**src/rtl/ps2_pkg.sv**
```systemverilog
// ps2_pkg: shared PS/2 state encoding, command bytes and frame helper.
package ps2_pkg;

   typedef enum logic [2:0] {
      IDLE,
      INHIBIT,
      REQ,
      SHIFT,
      ACK,
      RELEASE
   } ps2_state_e;

   localparam logic [7:0] CMD_SET_LEDS = 8'hED;
   localparam logic [7:0] CMD_RESET    = 8'hFF;
   localparam logic [7:0] CMD_ENABLE   = 8'hF4;
   localparam logic [7:0] RESP_ACK     = 8'hFA;

   localparam int FRAME_BITS = 10;

   // {stop, odd parity, data}; start bit is driven separately by the request.
   function automatic logic [FRAME_BITS-1:0] ps2_frame(input logic [7:0] d);
      return {1'b1, ~^d, d};
   endfunction

endpackage

```
**src/rtl/ps2_line_filter.sv**
```systemverilog
// ps2_line_filter: 2-FF synchronizer, FILTER_LEN-sample glitch filter and
// registered falling-edge flag for one PS/2 line (FILTER_LEN >= 2).
module ps2_line_filter #(
   parameter int FILTER_LEN = 4
) (
   input  logic clk,
   input  logic rst,
   input  logic din,
   output logic level,
   output logic fall
);

   logic                  sync_q, sync_d;
   logic [FILTER_LEN-1:0] hist_q, hist_d;
   logic                  level_q, level_d;
   logic                  fall_q, fall_d;

   // hist_q[0] is the second synchronizer stage; the window spans FILTER_LEN samples.
   always_comb begin
      sync_d  = din;
      hist_d  = {hist_q[FILTER_LEN-2:0], sync_q};
      level_d = (&hist_q) ? 1'b1 : (~|hist_q) ? 1'b0 : level_q;
      fall_d  = level_q & ~level_d;
   end

   always_ff @(posedge clk or negedge rst) begin
      if (!rst) begin
         sync_q  <= 1'b1;
         hist_q  <= '1;
         level_q <= 1'b1;
         fall_q  <= 1'b0;
      end else begin
         sync_q  <= sync_d;
         hist_q  <= hist_d;
         level_q <= level_d;
         fall_q  <= fall_d;
      end
   end

   assign level = level_q;
   assign fall  = fall_q;

endmodule

```
**src/rtl/ps2_host_tx.sv**
```systemverilog
// ps2_host_tx: host-to-device PS/2 transmitter; inhibits the bus, requests to
// send, shifts a frame out on device clock falls and checks the ack bit.
module ps2_host_tx
   import ps2_pkg::*;
#(
   parameter int INHIBIT_CYCLES = 600,
   parameter int TIMEOUT_CYCLES = 75000,
   parameter int FILTER_LEN     = 4
) (
   input  logic       clk,
   input  logic       rst,
   input  logic       ps2_clk_in,
   input  logic       ps2_data_in,
   output logic       ps2_clk_oe,
   output logic       ps2_data_oe,
   input  logic [7:0] tx_data,
   input  logic       tx_valid,
   output logic       tx_ready,
   output logic       busy,
   output logic       done,
   output logic       ack_err,
   output logic       timeout
);

   localparam int             IW       = $clog2(INHIBIT_CYCLES + 1);
   localparam logic [IW-1:0]  INH_LAST = IW'(INHIBIT_CYCLES - 1);
   localparam logic [IW-1:0]  INH_END  = IW'(INHIBIT_CYCLES);
   localparam logic [16:0]    TMO_LAST = 17'(TIMEOUT_CYCLES - 1);

   ps2_state_e            state_q, state_d;
   logic [FRAME_BITS-1:0] frame_q, frame_d;
   logic [3:0]            bit_q, bit_d, bit_inc;
   logic [IW-1:0]         inh_q, inh_d;
   logic [16:0]           tmo_q, tmo_d;
   logic                  clk_oe_q, clk_oe_d;
   logic                  data_oe_q, data_oe_d;
   logic                  ready_q, ready_d;
   logic                  err_q, err_d;
   logic                  done_q, done_d;
   logic                  ack_err_q, ack_err_d;
   logic                  timeout_q, timeout_d;
   logic                  tmo_run;
   logic                  clk_lvl, clk_fall, data_lvl, data_fall_unused;

   ps2_line_filter #(.FILTER_LEN(FILTER_LEN)) u_clk_filt (
      .clk   (clk),
      .rst   (rst),
      .din   (ps2_clk_in),
      .level (clk_lvl),
      .fall  (clk_fall)
   );

   ps2_line_filter #(.FILTER_LEN(FILTER_LEN)) u_data_filt (
      .clk   (clk),
      .rst   (rst),
      .din   (ps2_data_in),
      .level (data_lvl),
      .fall  (data_fall_unused)
   );

   assign bit_inc = (bit_q == 4'd11) ? bit_q : bit_q + 4'd1;
   assign tmo_run = state_q inside {REQ, SHIFT, ACK, RELEASE};

   always_comb begin
      state_d   = state_q;
      frame_d   = frame_q;
      bit_d     = bit_q;
      inh_d     = inh_q;
      tmo_d     = tmo_q;
      clk_oe_d  = clk_oe_q;
      data_oe_d = data_oe_q;
      err_d     = err_q;
      done_d    = 1'b0;
      ack_err_d = 1'b0;
      timeout_d = 1'b0;
      if (tmo_run)
         tmo_d = clk_fall ? '0 : (&tmo_q) ? tmo_q : tmo_q + 17'd1;
      // Timeout wins over a fall arriving in the same cycle.
      if (tmo_run && tmo_q == TMO_LAST) begin
         state_d   = IDLE;
         clk_oe_d  = 1'b0;
         data_oe_d = 1'b0;
         tmo_d     = '0;
         timeout_d = 1'b1;
      end else begin
         case (state_q)
            IDLE: begin
               clk_oe_d  = 1'b0;
               data_oe_d = 1'b0;
               if (tx_valid) begin
                  frame_d  = ps2_frame(tx_data);
                  bit_d    = '0;
                  inh_d    = IW'(1);
                  tmo_d    = '0;
                  err_d    = 1'b0;
                  clk_oe_d = 1'b1;
                  state_d  = INHIBIT;
               end
            end
            INHIBIT: begin
               if (inh_q == INH_END) begin
                  clk_oe_d = 1'b0;
                  tmo_d    = '0;
                  state_d  = REQ;
               end else begin
                  inh_d = inh_q + IW'(1);
                  if (inh_q == INH_LAST) data_oe_d = 1'b1;
               end
            end
            REQ, SHIFT: begin
               if (clk_fall) begin
                  data_oe_d = ~frame_q[0];
                  frame_d   = {1'b1, frame_q[FRAME_BITS-1:1]};
                  bit_d     = bit_inc;
                  state_d   = (bit_q == 4'd9) ? ACK : SHIFT;
               end
            end
            ACK: begin
               data_oe_d = 1'b0;
               if (clk_fall) begin
                  bit_d     = bit_inc;
                  ack_err_d = data_lvl;
                  err_d     = data_lvl;
                  state_d   = RELEASE;
               end
            end
            RELEASE: begin
               clk_oe_d  = 1'b0;
               data_oe_d = 1'b0;
               if (clk_lvl && data_lvl) begin
                  done_d  = ~err_q;
                  state_d = IDLE;
               end
            end
            default: state_d = IDLE;
         endcase
      end
      ready_d = (state_d == IDLE);
   end

   always_ff @(posedge clk or negedge rst) begin
      if (!rst) begin
         state_q   <= IDLE;
         frame_q   <= '1;
         bit_q     <= '0;
         inh_q     <= '0;
         tmo_q     <= '0;
         clk_oe_q  <= 1'b0;
         data_oe_q <= 1'b0;
         ready_q   <= 1'b1;
         err_q     <= 1'b0;
         done_q    <= 1'b0;
         ack_err_q <= 1'b0;
         timeout_q <= 1'b0;
      end else begin
         state_q   <= state_d;
         frame_q   <= frame_d;
         bit_q     <= bit_d;
         inh_q     <= inh_d;
         tmo_q     <= tmo_d;
         clk_oe_q  <= clk_oe_d;
         data_oe_q <= data_oe_d;
         ready_q   <= ready_d;
         err_q     <= err_d;
         done_q    <= done_d;
         ack_err_q <= ack_err_d;
         timeout_q <= timeout_d;
      end
   end

   assign ps2_clk_oe  = clk_oe_q;
   assign ps2_data_oe = data_oe_q;
   assign tx_ready    = ready_q;
   assign busy        = ~ready_q;
   assign done        = done_q;
   assign ack_err     = ack_err_q;
   assign timeout     = timeout_q;

endmodule

```
**config.mk**
```make
export PLATFORM = sky130hd
export DESIGN_NAME = ps2_host_tx
export DESIGN_NICKNAME = d
export VERILOG_FILES = /design/src/rtl/ps2_pkg.sv /design/src/rtl/ps2_line_filter.sv /design/src/rtl/ps2_host_tx.sv
export SDC_FILE = /design/constraint.sdc
export NUM_CORES = 1
export LEC_CHECK = 0
export CORE_ASPECT_RATIO = 1.4
export CORE_MARGIN = 2
export CORE_UTILIZATION = 50
export DETAILED_ROUTE_END_ITERATION = 16
export GPL_TIMING_DRIVEN = 0
export PLACE_DENSITY = 0.68
export SETUP_SLACK_MARGIN = 0.15
export SLEW_MARGIN = 20
export SYNTH_ARGS = -nofsm -noshare
export SYNTH_HDL_FRONTEND = slang
export SYNTH_HIERARCHICAL = 1
export SYNTH_SLANG_ARGS = --single-unit
```
**constraint.sdc**
```tcl
create_clock -name clk -period 2.15 [get_ports clk]
set_clock_uncertainty 0.05 [all_clocks]
set_input_delay 0.43 -clock clk [delete_from_list [all_inputs] [get_ports clk]]
set_output_delay 0.43 -clock clk [all_outputs]
set_load 0.01 [all_outputs]
```
-- Word-level counts from Yosys, hierarchy flattened
Cells that the tools add are included.
- $add $sub $neg: 3
- equal/unequal tests: 21
- multiplexer cells: 48
- bitwise logic cells: 6
- reductions and logical operators: 26
- operator list (kind ; count):
    2-to-1 mux 17 bit ; 6
    2-to-1 mux 10 bit ; 4
    case mux 10 bit (2 select lines) ; 2
    case mux 17 bit (2 select lines) ; 1
    AND reduction 4 bit ; 6
    2-to-1 mux 3 bit ; 7
    equality test 10 bit, second input constant ; 2
    2-to-1 mux 1 bit ; 20
    adder 17 x 1 -> 17 bit, second input constant ; 1
    equality test 17 bit, second input constant ; 1
    AND reduction 17 bit ; 1
    case mux 3 bit (5 select lines) ; 1
    2-to-1 mux 4 bit ; 3
    nonzero test 4 bit ; 3
    adder 10 x 1 -> 10 bit, second input constant ; 1
    inequality test 3 bit, second input constant ; 3
    equality test 4 bit, second input constant ; 2
    inequality test 2 x 1 -> 1 bit, second input constant ; 4
    case mux 4 bit (2 select lines) ; 1
    nonzero test 2 bit ; 4
    OR reduction 4 bit ; 2
    XNOR reduction 8 bit ; 1
    equality test 3 x 2 -> 1 bit, second input constant ; 2
    equality test 3 bit, second input constant ; 2
    other kinds (14) ; 24
- register bits after elaboration: 64
- bits of input ports: 13

-- Longest topological paths before layout
Gate-level depths: netlist of run 1.
- depth after elaboration: 7
- mapped depth: 9

-- Modules after synthesis
The synthesis of run 1 kept the hierarchy.
- by module, submodules not included (module ; times used ; cells an instance ; area each (um^2) ; seq. area each (um^2)):
    ps2_host_tx ; 1 ; 296 ; 2841.5 ; 1263.7
    ps2_line_filter ; 2 ; 12 ; 221.5 ; 182.7

-- Worst setup path before layout of run 1
OpenSTA, ideal clock, no wires.
- kind: reg-to-reg
- start: register tmo_q[0]
- end: register frame_q[0]
- setup time: 82 ps
- data arrival time: 1711 ps
- setup slack: 307 ps
- cell stages (with the launch flop): 9
- buffers on the path: 2
- period minus slack after synthesis: 1843 ps
- cell sequence: dfrtp_1 ha_1 and4b_1 and4_1 buf_4 o22ai_1 nand2b_1 buf_4 mux2_2
- word-level cells in the longest chain between the ends: 4
- RTL lines (item ; RTL line ; text):
    from (decl) ; ps2_host_tx.sv:34 ; logic [16:0] tmo_q, tmo_d;
    from (signal assigned) ; ps2_host_tx.sv:160 ; tmo_q <= tmo_d;
    equality test 17 bit ; ps2_host_tx.sv:79 ; if (tmo_run && tmo_q == TMO_LAST) begin
    logical AND 1 bit ; ps2_host_tx.sv:79 ;
    NOT 1 bit (no source line) ; - ;
    AND reduction 4 bit (no source line) ; - ;
    to (signal assigned) ; ps2_host_tx.sv:157 ; frame_q <= frame_d;
    to (decl) ; ps2_host_tx.sv:31 ; logic [FRAME_BITS-1:0] frame_q, frame_d;
Every way passes these cells.
A chain may end at the register's enable or synchronous reset.

-- Worst setup path in the final report of run 1
- start: register inh_q[0]
- end: register tmo_q[4]
- word-level cells in the longest chain between the ends: 4
- RTL lines (item ; RTL line ; text):
    from (decl) ; ps2_host_tx.sv:33 ; logic [IW-1:0] inh_q, inh_d;
    from (signal assigned) ; ps2_host_tx.sv:159 ; inh_q <= inh_d;
    equality test 10 bit ; ps2_host_tx.sv:101 ; if (inh_q == INH_END) begin
    2-to-1 mux 17 bit ; ps2_host_tx.sv:101 ;
    case mux 17 bit (2 select lines) ; ps2_host_tx.sv:86 ; case (state_q)
    2-to-1 mux 17 bit ; ps2_host_tx.sv:79 ;
    via tmo_d[4] ; ps2_host_tx.sv:34 ;
The timed path passes the listed nets, and every way through them passes these cells.

==> metrics.md, run 1 <==
| Metric | Value |
|---|---|
| Pre-Repair DR Iteration Count | 4 |
| Wire length of the first global-routing pass | ~11,000 µm |
| Final Setup Violations | 0 |
| Drt wl/cell | 14.8 µm |
| Routed Antenna Nets | 0 |
| Post-synthesis cell area | about 3200 µm² |
| Min-Delay Endpoint | u_data_filt/hist_q[0]$_DFF_PN1_ |
| Diodes inserted | 0 |
| Cell leakage power | around 0.0018 µW |
| Switching power total | 640 µW |
| Largest net degree at the start of global routing | 43 |
| Via Count | about 2,500 |
| Fmax | approximately 500 MHz |
| Worst skew pair latency | 0.35 ns |
| Cells after Synth | between 300 and 400 |
| Syn_nets | 335 |
| Port buffer count | 19 |
| CTS tree | yes |
| Die Ht | between 90 and 100 µm |
| Global-route usage over all layers | 0.196 |
| HP Class | flip-flop to flip-flop |
| Fin area | 4040 µm² |
| Total CTS buffers | 9 |
| Clock sinks | 63 |
| Residual DRC count | 0 |
| Min Tclk post-route | 2.02 ns |
| Register share of total power | 0.535 |
| CP endpoint kind | flip-flop |
| Clock tree buffer depth | 2 |
| Initial Utilization | 0.519 |
| Peak supply drop | 0.416 mV |
| Pwr Density | roughly 600 nW/µm² |
| H-tree levels | 3 |
| Max transition margin | 0.644 |
| Dpl ws | -0.312 ns |
| Core area | approximately 6300 µm² |
| Share of post-route cells with drive strength above 1 | 0.307 |
| Syn_area_per_cell | 10.2 µm² |
| FF-to-FF End | tmo_q[4]$_DFF_PN0_ |
| Unrepaired setup endpoints after global routing | yes |
| Final Instance Count excl. Fillers | approximately 450 |
| Final worst slack | between 0.1 and 0.15 ns |
| Sum of negative setup slack | 0 ns |
| CP startpoint | inh_q[0]$_DFFE_PN0P_ |
| Internal power | between 1500 and 2000 µW |
| Gate power share | 0.076 |
| Post-DP HPWL | roughly 4300 µm |
| Placed cell area | 3540 µm² |
| Grt total ovfl | 0 |
| Root buffer cell | clkbuf_8 |
| Clock Power Share | 0.389 |
| Vias in the first global route | roughly 2,500 |
| Die area | roughly 7200 µm² |
| Worst R2R Setup Slack | about 0.13 ns |
| Initial antenna violation count | 0 |
| FP Rows | 34 |
| Reg-to-Reg Start | inh_q[0]$_DFFE_PN0P_ |
| Post-Route WL | between 6000 and 7000 µm |
| Die Wd | about 70 µm |
| IO Count | 20 |
| Cells after DPL | between 400 and 500 |
| Warnings, synthesis | 6 |
| Max-cap violations | 0 |
| Area delta synth->final | 24.3% |
| Total power draw | between 2000 and 2500 µW |
| Data required time of the worst path | 2.34 ns |
| Worst Reg-to-Reg Cells | 9 |
| Worst-Margin Slew | between 0.5 and 0.6 ns |
| Startpoint types | flip-flop |
| Tcrit/Tclk final | 0.938 |
| Initial drt markers | a little under 90 |
| Critical path fanouts, max | 7 |
| Nets | between 300 and 400 |
| Final hold violation count | 0 |
| Clock transition at path regs | about 0.07 ns |
| Status | finished, final reports clean |
| HP Start | u_data_filt/sync_q$_DFF_PN1_ |
| Vias per cell | 5.62 |
| Gpl congestion | between 0.7 and 0.8 |
| CP arrival | approximately 2.2 ns |
| Sw Ratio | 0.265 |
| CP Class | flip-flop to flip-flop |
| Final Max Tran Viols | 0 |
| Worst hold path cell count | 0 |
## power by group through the flow
stage | sequential (µW) | clock, µW | combinational [µW]
detailed placement | 1310 | 0 | 150
CTS | 1290 | 968 | 152
finish | 1290 | 940 | 183
floorplan | 1300 | 0 | 84.8
global route | 1300 | 993 | 205
global placement | 1310 | 0 | 142
## cell usage in the layout, fill, tap and decap left out, drive strengths merged, types with 2 or more instances in the layout
cell type      count
a31oi              2
and4               3
and2               3
or4                2
inv                9
nor2b              4
mux2              10
or2                3
buf               30
nand2b             8
a21o               4
nor4               3
and3               8
nor4b              2
dfstp             22
clkbuf            13
nand3             15
ha                 5
a21oi              6
o31ai              2
xnor2             11
xor2              15
nor2              32
nand4             13
dfrtp             41
o41ai              2
o22ai              2
nand2             42
clkinv             4
clkdlybuf4s50     18
o21ai             12
nor3              10
## worst max-delay path, cell delays in order (launching register included)
cell	delay (ns)
dfrtp_1	0.41
inv_2	0.09
ha_4	0.13
nand3b_1	0.10
or4_4	0.43
buf_6	0.14
a21o_1	0.22
nand2_4	0.14
clkbuf_16	0.17
nor2_2	0.04
## layer usage
layer	GRT usage	up-vias	part of all wire
met4	0.0972	0	0.020
met1	0.227	1234	0.44
met5	0	-	0
li1	-	1225	-
met2	0.345	36	0.51
met3	0.0284	11	0.026
## final cells by class
type                       count  area, µm²
inverter                       7       26.3
timing repair buffer          41        389
buffer                        12        104
fill                         536       2220
tap                           72       90.1
multi-input combinational    235       1640
sequential                    63       1610
clock inverter                 7       56.3
clock buffer                   9        124
## repair_timing
item                       4_1_cts  5_1_grt
pin swaps                        1        6
gates resized for setup          3       27
setup buffers                    4       14
hold buffers                     1        0
setup endpoints to repair       22       31
hold endpoints to repair        17        0
cloned                           0        2
## how the worst max path moves through the flow
stage / to / cells after the start
5_1_grt: tmo_q[4]$_DFF_PN0_ / 9
3_3_place_gp: ack_err$_DFF_PN0_ / 1
4_1_cts: tmo_q[10]$_DFF_PN0_ / 9
3_5_place_dp: bit_q[3]$_DFFE_PN0P_ / 6
6_report: tmo_q[4]$_DFF_PN0_ / 9
2_1_floorplan: frame_q[0]$_DFFE_PN1P_ / 8
## registers in the layout (all words and copies together) (netlist names), 3 cells and up
name and cells:
u_clk_filt/hist_q 4, inh_q 10, tmo_q 17, bit_q 4, frame_q 9, state_q 3, u_data_filt/hist_q 4
## metrics by stage
stage,utilization,hold WS [ns]
6_report,0.645,0.309
2_1_floorplan,-,0.0844
3_5_place_dp,0.567,0.294
3_3_place_gp,0.564,0.296
4_1_cts,0.604,0.310
5_1_grt,0.645,0.311
Power figures use the tool's default switching activity.
==> inputs of run 2 (changes only) <==
- CAP_MARGIN: unset -> 15
- CORE_MARGIN: 2 -> 3
- MAX_ROUTING_LAYER: unset -> met4
==> run 2 against run 1 <==
  * Sequential power is essentially flat
  * First-iteration DRC count rose by 69%
  * Routed wire length is 1.5% lower
  * Hold slack barely moved
  * Cell count decreased by 1.8%
  * Critical path depth is 2 lower
  * Global-route usage is 0.10 points lower
  * Non-clock buffer count is 8 lower
  * Sequential share of layout area increased by 0.19 points
  * Critical path type unchanged
  * Largest cell class unchanged
==> metrics.md, run 2 (synthesis results as in run 1) <==
| Metric | Value |
|---|---|
| Diodes inserted | 0 (unchanged) |
| Grt total ovfl | 0 (unchanged) |
| Cell leakage power | 0.00169 µW (was 0.00176 µW) |
| Final Max Tran Viols | 0 (unchanged) |
| Global-route usage over all layers | 0.194 (was 0.196) |
| Tcrit/Tclk final | 0.941 (was 0.938) |
| Vias per cell | 5.58 (was 5.62) |
| Area delta synth->final | 23.6% (was 24.3%) |
| Max transition margin | 0.631 (was 0.644) |
| Sw Ratio | 0.245 (was 0.265) |
| Pwr Density | 644 nW/µm² (was 598 nW/µm²) |
| H-tree levels | 3 (unchanged) |
| Clock Power Share | 0.435 (was 0.389) |
| CP Class | flip-flop to flip-flop (unchanged) |
| Worst hold path cell count | 0 (unchanged) |
| Routed Antenna Nets | 0 (unchanged) |
| Gpl congestion | 0.852 (was 0.788) |
| Min Tclk post-route | 2.02 ns (about the same) |
| Vias in the first global route | 2,373 (was 2,509) |
| Die Ht | 101 µm (was 99.3 µm) |
| CTS tree | yes (unchanged) |
| Initial drt markers | 149 (was 88) |
| Post-Route WL | 6520 µm (was 6620 µm) |
| Placed cell area | 3550 µm² (was 3540 µm²) |
| Reg with most FFs | tmo_q (unchanged) |
| FP Rows | 34 (unchanged) |
| Gate power share | 0.064 (was 0.076) |
| Internal power | 1950 µW (was 1780 µW) |
| Peak supply drop | 0.399 mV (was 0.416 mV) |
| Final worst slack | 0.127 ns (was 0.133 ns) |
| Most frequent cells in the layout | 41 x nand2_1, 41 x dfrtp_1, 22 x nor2_1, 22 x dfstp_2, 18 x clkdlybuf4s50_1 (was 41 x nand2_1, 40 x dfrtp_1, 22 x nor2_1, 22 x dfstp_2, 19 x buf_4) |
| Final hold violation count | 0 (unchanged) |
| Data required time of the worst path | 2.38 ns (was 2.34 ns) |
| Initial antenna violation count | 0 (unchanged) |
| Unrepaired setup endpoints after global routing | yes (unchanged) |
| Core area | 6250 µm² (unchanged) |
| Share of post-route cells with drive strength above 1 | 0.290 (was 0.307) |
| Largest net degree at the start of global routing | 61 (was 43) |
| WHS | 0.309 ns (about the same) |
| Via Count | 2,442 (was 2,506) |
| Die Wd | 74.1 µm (was 72.1 µm) |
| Root buffer cell | clkbuf_8 (unchanged) |
| Total CTS buffers | 9 (unchanged) |
| Pre-Repair DR Iteration Count | 4 (unchanged) |
| Port buffer count | 19 (unchanged) |
| Sum of negative setup slack | 0 ns (unchanged) |
| Critical path fanouts, max | 9 (was 7) |
| Startpoint types | flip-flop (unchanged) |
| Filler cells | 528 (was 536) |
| Clock transition at path regs | 0.07 ns (about the same) |
| Post-DP HPWL | 4300 µm (was 4340 µm) |
| Utilization after layout | 0.642 (was 0.645) |
| Die area | 7510 µm² (was 7160 µm²) |
| Register area | 1600 µm² (was 1610 µm²) |
| Drt wl/cell | 14.9 µm (was 14.8 µm) |
| Top Registers | tmo_q x17, inh_q x10, frame_q x9 (unchanged) |
| Fmax | 494 MHz (was 496 MHz) |
| Final Setup Violations | 0 (unchanged) |
| Worst-Margin Slew | 0.550 ns (was 0.530 ns) |
| Clock sinks | 63 (unchanged) |
| Switching power total | 633 µW (was 640 µW) |
| Status | finished, final reports clean (unchanged) |
| Register share of total power | 0.501 (was 0.535) |
| IO Count | 20 (unchanged) |
| Worst skew pair latency | 0.35 ns (about the same) |
| HP Class | flip-flop to flip-flop (unchanged) |
| Nets | 379 (was 387) |
| Max-cap violations | 0 (unchanged) |
| Multi-input logic area | 1640 µm² (about the same) |
| Residual DRC count | 0 (unchanged) |
| Number of flip-flops in the largest register | 17 (unchanged) |
| Wire length of the first global-routing pass | 10,900 µm (was 11,000 µm) |
| Initial Utilization | 0.519 (unchanged) |
| Clock tree buffer depth | 2 (unchanged) |
| Worst Reg-to-Reg Cells | 7 (was 9) |
| CP arrival | 2.25 ns (was 2.21 ns) |
| Fin area | 4010 µm² (was 4040 µm²) |
| CP endpoint kind | flip-flop (unchanged) |
| Dpl ws | -0.248 ns (was -0.312 ns) |
## run 2: area by class of cell
| type | count | area share |
|---|---|---|
| multi-input cells | 235 | 0.409 |
| repair buffers | 33 | 0.0829 |
| clock inverters | 6 | 0.0181 |
| clock buffers | 10 | 0.0371 |
| plain buffers | 12 | 0.0246 |
| flip-flops and latches | 63 | 0.400 |
| well taps | 72 | 0.0224 |
| inverters | 7 | 0.00655 |
## run 2: power by group through the flow
stage | clock, µW | sequential (µW) | combinational [µW]
finish | 1130 | 1290 | 165
global route | 1210 | 1300 | 185
CTS | 1160 | 1290 | 164
detailed placement | 0 | 1310 | 150
global placement | 0 | 1310 | 142
floorplan | 0 | 1300 | 84.8
## run 2: final timing paths
path,slack (ns),start,to
min in group asynchronous,0.56,rst,frame_q[5]$_DFFE_PN1P_
max,0.13,tmo_q[12]$_DFF_PN0_,frame_q[2]$_DFFE_PN1P_
max in group asynchronous,1.13,rst,frame_q[8]$_DFFE_PN1P_
min,0.31,u_clk_filt/sync_q$_DFF_PN1_,u_clk_filt/hist_q[0]$_DFF_PN1_
min reg2reg,0.31,u_clk_filt/sync_q$_DFF_PN1_,u_clk_filt/hist_q[0]$_DFF_PN1_
max reg2reg,0.13,tmo_q[12]$_DFF_PN0_,frame_q[2]$_DFFE_PN1P_
## run 2: per-layer routing
metal	routed length (µm)	track usage
met4	124	0.0851
met5	0	-
met3	229	0.0477
met1	2830	0.232
met2	3340	0.309
## run 2: critical path: stages (launching register included)
cell	delay, ns
dfrtp_1	0.46
nor4b_2	0.37
and4_1	0.23
buf_4	0.16
o22ai_1	0.08
nand2b_1	0.07
buf_4	0.18
mux2_2	0.35
## run 2: repair_timing
| action | CTS | global route |
|---|---|---|
| gates cloned | 0 | 1 |
| pin swaps | 1 | 7 |
| gates resized for setup | 4 | 23 |
| hold buffers | 1 | 0 |
| setup buffers | 5 | 6 |
| endpoints found under the hold margin | 3 | 0 |
| endpoints found under the setup margin | 21 | 29 |
## run 2: metrics by stage
| stage | instances | total power (µW) |
|---|---|---|
| 2_1_floorplan | 317 | 1380 |
| 3_3_place_gp | 408 | 1450 |
| 3_5_place_dp | 409 | 1460 |
| 4_1_cts | 431 | 2620 |
| 5_1_grt | 438 | 2700 |
| 6_report | 438 | 2590 |
